## src/rtl/control_unit.sv

```systemverilog
// Purpose : multicycle MIPS-style control FSM (fetch/decode/execute/memory/write-back).
// Latency : Moore outputs follow the state register; lw=5, sw/R/addi=4, beq/j=3 cycles.
// Backpr. : none -- advances one state per clk edge unconditionally.
//
// Ports:
//   clk, reset_n            - clock, async active-low reset (forces FETCH immediately)
//   opcode, funct           - instr[31:26] / instr[5:0] from the instruction register
//   mem_to_reg .. reg_write - 1-bit datapath controls
//   alu_src_b, pc_src       - 2-bit datapath muxes; alu_control - 3-bit ALU op
//   state                   - current FSM encoding (debug only)
//   instr_done              - one-cycle pulse in the final cycle of every instruction
//   illegal_op              - trap flag, only live when CU_ILLEGAL_TRAP_EN is defined
//
// Optional feature macro: CU_ILLEGAL_TRAP_EN (unlisted opcode parks the FSM in TRAP).
module control_unit (
    input  logic       clk,
    input  logic       reset_n,
    input  logic [5:0] opcode,
    input  logic [5:0] funct,
    output logic       mem_to_reg,
    output logic       reg_dest,
    output logic       i_or_d,
    output logic       alu_src_a,
    output logic       ir_write,
    output logic       mem_write,
    output logic       pc_write,
    output logic       branch,
    output logic       reg_write,
    output logic [1:0] alu_src_b,
    output logic [1:0] pc_src,
    output logic [2:0] alu_control,
    output logic [3:0] state,
    output logic       instr_done,
    output logic       illegal_op
);

    typedef enum logic [3:0] {
        FETCH   = 4'd0,
        DECODE  = 4'd1,
        MEMADR  = 4'd2,
        MEMRD   = 4'd3,
        MEMWB   = 4'd4,
        MEMWR   = 4'd5,
        RTYPEEX = 4'd6,
        RTYPEWB = 4'd7,
        BEQEX   = 4'd8,
        ADDIEX  = 4'd9,
        JEX     = 4'd10,
        ADDIWB  = 4'd11,
        TRAP    = 4'd12
    } state_t;

    localparam logic [5:0] OP_RTYPE = 6'b000000;
    localparam logic [5:0] OP_LW    = 6'b100011;
    localparam logic [5:0] OP_SW    = 6'b101011;
    localparam logic [5:0] OP_BEQ   = 6'b000100;
    localparam logic [5:0] OP_ADDI  = 6'b001000;
    localparam logic [5:0] OP_J     = 6'b000010;

    localparam logic [2:0] ALU_ADD = 3'b010;
    localparam logic [2:0] ALU_SUB = 3'b110;
    localparam logic [2:0] ALU_AND = 3'b000;
    localparam logic [2:0] ALU_OR  = 3'b001;
    localparam logic [2:0] ALU_SLT = 3'b111;

    state_t state_q;
    state_t state_d;

    // Raw state decodes of the write enables, before reset gating.
    logic ir_write_raw;
    logic pc_write_raw;
    logic mem_write_raw;
    logic reg_write_raw;
    logic branch_raw;
    logic instr_done_raw;

    // ------------------------------------------------------------------
    // State register
    // ------------------------------------------------------------------
    always_ff @(posedge clk or negedge reset_n) begin
        if (!reset_n) begin
            state_q <= FETCH;
        end else begin
            state_q <= state_d;
        end
    end

    // ------------------------------------------------------------------
    // Next-state logic. opcode is only consulted in DECODE/MEMADR, funct
    // only in RTYPEEX, so IR changes elsewhere cannot steer the FSM.
    // ------------------------------------------------------------------
    always_comb begin
        state_d = state_q;
        case (state_q)
            FETCH:  state_d = DECODE;
            DECODE: begin
                case (opcode)
                    OP_LW, OP_SW: state_d = MEMADR;
                    OP_RTYPE:     state_d = RTYPEEX;
                    OP_BEQ:       state_d = BEQEX;
                    OP_ADDI:      state_d = ADDIEX;
                    OP_J:         state_d = JEX;
`ifdef CU_ILLEGAL_TRAP_EN
                    default:      state_d = TRAP;
`else
                    // Unlisted opcode retires as a silent 2-cycle NOP.
                    default:      state_d = FETCH;
`endif
                endcase
            end
            // Anything that is not a store is treated as a load here; DECODE
            // only lets lw/sw reach MEMADR.
            MEMADR:  state_d = (opcode == OP_SW) ? MEMWR : MEMRD;
            MEMRD:   state_d = MEMWB;
            RTYPEEX: state_d = RTYPEWB;
            ADDIEX:  state_d = ADDIWB;
            MEMWB, MEMWR, RTYPEWB, BEQEX, ADDIWB, JEX: state_d = FETCH;
`ifdef CU_ILLEGAL_TRAP_EN
            TRAP:    state_d = TRAP;    // held until reset
`else
            TRAP:    state_d = FETCH;   // unreachable in this build
`endif
            default: state_d = FETCH;
        endcase
    end

    // ------------------------------------------------------------------
    // Moore output decode (alu_control additionally looks at funct in RTYPEEX)
    // ------------------------------------------------------------------
    always_comb begin
        mem_to_reg     = 1'b0;
        reg_dest       = 1'b0;
        i_or_d         = 1'b0;
        alu_src_a      = 1'b0;
        alu_src_b      = 2'b00;
        pc_src         = 2'b00;
        alu_control    = ALU_ADD;
        ir_write_raw   = 1'b0;
        pc_write_raw   = 1'b0;
        mem_write_raw  = 1'b0;
        reg_write_raw  = 1'b0;
        branch_raw     = 1'b0;
        instr_done_raw = 1'b0;
        illegal_op     = 1'b0;

        case (state_q)
            FETCH: begin
                ir_write_raw = 1'b1;
                pc_write_raw = 1'b1;
                alu_src_b    = 2'b01;
            end
            DECODE: begin
                alu_src_b = 2'b11;
            end
            MEMADR, ADDIEX: begin
                alu_src_a = 1'b1;
                alu_src_b = 2'b10;
            end
            MEMRD: begin
                i_or_d = 1'b1;
            end
            MEMWB: begin
                reg_write_raw  = 1'b1;
                mem_to_reg     = 1'b1;
                instr_done_raw = 1'b1;
            end
            MEMWR: begin
                i_or_d         = 1'b1;
                mem_write_raw  = 1'b1;
                instr_done_raw = 1'b1;
            end
            RTYPEEX: begin
                alu_src_a = 1'b1;
                case (funct)
                    6'b100000: alu_control = ALU_ADD;
                    6'b100010: alu_control = ALU_SUB;
                    6'b100100: alu_control = ALU_AND;
                    6'b100101: alu_control = ALU_OR;
                    6'b101010: alu_control = ALU_SLT;
                    default:   alu_control = ALU_ADD;
                endcase
            end
            RTYPEWB: begin
                reg_write_raw  = 1'b1;
                reg_dest       = 1'b1;
                instr_done_raw = 1'b1;
            end
            BEQEX: begin
                alu_src_a      = 1'b1;
                alu_control    = ALU_SUB;
                branch_raw     = 1'b1;
                pc_src         = 2'b01;
                instr_done_raw = 1'b1;
            end
            JEX: begin
                pc_write_raw   = 1'b1;
                pc_src         = 2'b10;
                instr_done_raw = 1'b1;
            end
            ADDIWB: begin
                reg_write_raw  = 1'b1;
                instr_done_raw = 1'b1;
            end
            TRAP: begin
`ifdef CU_ILLEGAL_TRAP_EN
                illegal_op = 1'b1;
`endif
            end
            default: begin
            end
        endcase
    end

    // Async reset already parks state_q in FETCH, so the mux outputs show
    // FETCH values during reset; the enables are additionally masked so no
    // write can fire while reset_n is low.
    assign ir_write   = ir_write_raw   & reset_n;
    assign pc_write   = pc_write_raw   & reset_n;
    assign mem_write  = mem_write_raw  & reset_n;
    assign reg_write  = reg_write_raw  & reset_n;
    assign branch     = branch_raw     & reset_n;
    assign instr_done = instr_done_raw & reset_n;
    assign state      = state_q;

endmodule

```

## config.mk

```make
export PLATFORM = sky130hd
export DESIGN_NAME = control_unit
export DESIGN_NICKNAME = d
export VERILOG_FILES = /design/src/rtl/control_unit.sv
export SDC_FILE = /design/constraint.sdc
export NUM_CORES = 1
export LEC_CHECK = 0
export ABC_AREA = 1
export CORE_UTILIZATION = 36
export DETAILED_ROUTE_END_ITERATION = 7
export PLACE_DENSITY = 0.82
export SLEW_MARGIN = 30
export SYNTH_ARGS = -nofsm -noshare
export SYNTH_HDL_FRONTEND = slang
export SYNTH_SLANG_ARGS = --single-unit
```

## constraint.sdc

```tcl
create_clock -name clk -period 2.45 [get_ports clk]
set_input_delay 0.3675 -clock clk [delete_from_list [all_inputs] [get_ports clk]]
set_output_delay 0.3675 -clock clk [all_outputs]
set_load 0.005 [all_outputs]
```

[Yosys cells after proc, flatten, opt, wreduce, memory -nomap -nowiden]
Index checks and enable logic that the tools add are counted.
Storage, ports and cells
  register bits: 4
  output and inout bits: 22
Operators by class
  bitwise gates (word level): 6
  equal/unequal tests: 20
  multiplexer cells: 17
  reductions and logical operators: 9
Operators by type and width (count)
  == test 6 bit, second input constant: 6
  one-hot mux 4 bit (6 select lines): 1
  one-hot mux 4 bit (5 select lines): 1
  == test 4 x 3 -> 1 bit, second input constant: 4
  == test 4 bit, second input constant: 4
  one-hot mux 3 bit (4 select lines): 1
  two-way mux 1 bit: 10
  == test 4 x 2 -> 1 bit, second input constant: 2
  OR reduction 2 bit: 4
  bitwise AND 1 bit: 6
  == test 6 x 2 -> 1 bit, second input constant: 1
  == test 6 x 3 -> 1 bit, second input constant: 1
  == test 6 x 4 -> 1 bit, second input constant: 1
  logical NOT 6 bit: 1
  one-hot mux 2 bit (3 select lines): 1
  one-hot mux 3 bit (2 select lines): 1
  OR reduction 6 bit: 1
  == test 4 x 1 -> 1 bit, second input constant: 1
  logical NOT 4 bit: 1
  one-hot mux 2 bit (2 select lines): 1
  OR reduction 4 bit: 1
  two-way mux 3 bit: 1
  OR reduction 3 bit: 1

[Longest topological paths before layout]
  depth after elaboration: 4
  depth in mapped cells: 7
  mapped depth without buffers: 7

[Least setup slack after synthesis]
Ideal clock, no wire load.
  path kind: register to output
  start: register state_q[2], in the netlist state[2]
  end: output alu_control[0]
  stages on the path, launching flop included: 7
  data required time: 2.082 ns
  path slack: 1.142 ns
  data arrival time: 0.940 ns
  path through: dfrtp_1 -> inv_1 -> nor2_1 -> nand2_1 -> inv_2 -> nand3_1 -> nand2_1
On the way
  word-level cells in the longest chain between the ends: 2
  elaborated cells between the ends (all ways): 3
  those cells by class: eq/ne (2); mux (1)
Ends and longest elaborated chain
  start, declared: RTL line 66  | state_t state_q;
  start signal, assigned: RTL line 84  | state_q <= state_d;
  == test 4 bit or == test 4 x 3 -> 1 bit (tied branches): RTL line 146  | case (state_q)
  one-hot mux 3 bit (2 select lines) (*): RTL line 146
  end, declared: RTL line 31  | output logic [2:0] alu_control,
Mark *: on every way between the ends. The rest lies on a longest branch, timed or not.

[Worst setup path in the final report]
  start: register state_q[2], in the netlist state[2]
  end: output alu_src_a
On the way
  word-level cells in the longest chain between the ends: 3
  elaborated cells between the ends (all ways): 6
  those cells by class: eq/ne (4); mux (1); reduce/logical (1)
Ends and longest elaborated chain
  == test 4 bit (tied with other cells): RTL line 146
  OR reduction 4 bit (no line) (*)
  two-way mux 1 bit (*): RTL line 146
  end, declared: RTL line 23  | output logic alu_src_a,
Marked as above.

==> results by group <==
Outcome
  • Outcome: finished, final reports clean

Critical path
  • Crit Path Max Fanout: 6
  • Launching point of the worst reg2reg path: state[0]
  • Critical path depth in cells: 6
  • Cells on worst reg2reg path: 5
  • Critical path destination: alu_src_a
  • Worst EP required: 2.08 ns
  • Setup crit start kind: flip-flop
  • Reg2reg setup slack: 1.25 ns
  • Crit Path Class: reg2out
  • Launch point of the worst path: state[2]
  • CP arrival: 1.78 ns
  • Cell-by-cell trace of the critical path: inv_1, nand2_1, nor2_1, nor2_1, nand2_1, clkdlybuf4s50_1
  • CP delay by family, top: buffers and inverters
  • CP max stage delay: 0.50 ns
  • Reg2reg end: state[0]
  • Slowest CP cell: clkdlybuf4s50_1
  • Buf/Inv on CP: 2
  • CP endpoint kind: output pin

Power
  • Leakage dissipation: 0.470 nW
  • Max IR drop VDD: 0.431 mV
  • Psw: 255 µW
  • Sw Ratio: 41.4%
  • Reg power frac: 20.3%
  • PD cells: 690 nW/µm²
  • Clock network power share: 13.5%
  • Comb power frac: 66.2%
  • Internal: 360 µW

Synth
  • Syn_area_per_cell: 4.98 µm²
  • Register bit count reported by yosys: 4
  • Syn nets: 118
  • Seq/Total Area, Yosys: 19.3%
  • Yosys cell types: 15
  • Post-Synthesis Cells: 104
  • Mapped Area: 518 µm²
  • Yosys warning count: 0

Clock network
  • CTS Sinks: 4
  • TritonCTS buffer count: 3
  • Root Driver: clkbuf_4
  • CTS hold repair buffers: 0
  • CTS H-tree lvls: 1
  • CTS tree: yes
  • Post-CTS setup buffers: 0
  • Worst skew pair latency: 0.24 ns
  • CTS Buffer Depth: 2
  • Clock transition at path regs: 0.04 ns
  • Cts repair resizes: 0

STA
  • Slew Viols, Final: 0
  • RSZ-0062 raised after global routing: false
  • Fmax: 465 MHz
  • Final hold vios: 0
  • Clock skew: 0.00874 ns
  • # setup viols final: 0
  • Hold_ws: 0.352 ns
  • Final worst-path cycle share: 87.9%
  • Post-Route Setup TNS: 0 ns
  • Final min period: 2.15 ns

Detailed routing
  • DRC viols: 0
  • DRT antenna net count: 0
  • Total wire length: 1.43 mm
  • Drt first pass iters: 4
  • Via count: 722
  • Vias per cell: 4.66
  • Avg WL per Cell: 9.23 µm
  • DR iter-0 viols: 26

Die
  • # IOs: 36
  • Chip height: 39.9 µm
  • Initial Util: 39.3%
  • Core ar.: 1320 µm²
  • Chip width: 39.9 µm
  • DIE AREA: 1590 µm²
  • Row count: 13

Global route
  • Grt ovf: 0
  • Largest net degree at the start of global routing: 9
  • Initial antenna violation count: 0
  • GRT Total Usage: 20.0%
  • Vias in the first global route: 561
  • First-pass GRT wire length: 2.13 mm

Finish
  • Area Growth Syn to Fin: 72.2%
  • Nets@finish: 156
  • Most frequent cells in the layout: nand2_1, clkdlybuf4s50_1, nor2_1
  • Max reg flops: 4
  • Share of cells above drive strength 1: 4.29%
  • Antenna cells: 0

Place
  • DP HPWL: 1.22 mm
  • Input/output buffers: 34
  • GPL Wtd Cong: 0.770

Worst hold path
  • Worst min path class: in2async

Run
  • Maxcap violations: 0
power by group through the flow:
stage	Sequential, mW	Clock, mW	Combinational (mW)
finish	0.125	0.0829	0.407
global route	0.128	0.0900	0.457
CTS	0.123	0.0837	0.406
detailed placement	0.124	0	0.406
global placement	0.123	0	0.400
floorplan	0.120	0	0.189
kinds of logic (layout without fill, tap and decap cells):
| group | after synthesis | count (layout) | synth area share, % |
|---|---|---|---|
| compound gates | 6 | 6 | 6.04 |
| other cells | 1 | 1 | 0.724 |
| simple gates | 72 | 72 | 58.0 |
| flops | 4 | 4 | 19.3 |
| buf+inv | 21 | 57 | 15.9 |
area by class of cell:
type	count	area (µm²)
Clock buffer	3	22.5
Fill cell	122	425
Inverter	20	75.1
Multi-Input combinational cell	79	335
Sequential cell	4	100
Tap cell	15	18.8
Timing Repair Buffer	34	340
cell usage after synthesis, drive strengths merged:
cell type | number | area [µm²]
buf | 1 | 7.51
o22ai | 1 | 6.26
nand2 | 34 | 128
nand3b | 1 | 7.51
conb | 1 | 3.75
nand3 | 11 | 55.1
nor3 | 2 | 10.0
o21ai | 1 | 5.00
nor2 | 24 | 100
dfrtp | 4 | 100
inv | 20 | 75.1
a21oi | 4 | 20.0
stage by stage:
step | area (µm²) | power, mW | std cells | utilization, % | setup WS (ns)
after floorplan | 518 | 0.309 | 104 | - | 1.14
after global placement | 870 | 0.523 | 152 | 66.0 | 0.334
after detailed placement | 870 | 0.530 | 152 | 66.0 | 0.304
after CTS | 892 | 0.613 | 155 | 67.7 | 0.304
after global routing | 892 | 0.675 | 155 | 67.7 | 0.130
final | 892 | 0.615 | 155 | 67.7 | 0.298
layer usage:
layer	global-route usage, %	up-vias	part of all wire, %
li1	-	387	-
met3	3.33	2	5.6
met2	37.9	28	52
met5	0	-	0
met1	20.5	305	42
met4	10.3	0	0.77
how the worst min path moves through the flow:
stage	to	slack, ns
final	state[2]	0.35
after detailed placement	state[2]	0.61
after global placement	state[0]	0.60
after floorplan	state[0]	0.07
after global routing	state[1]	0.37
after CTS	state[2]	0.36
Note: power is estimated with default switching activity, not from simulation.
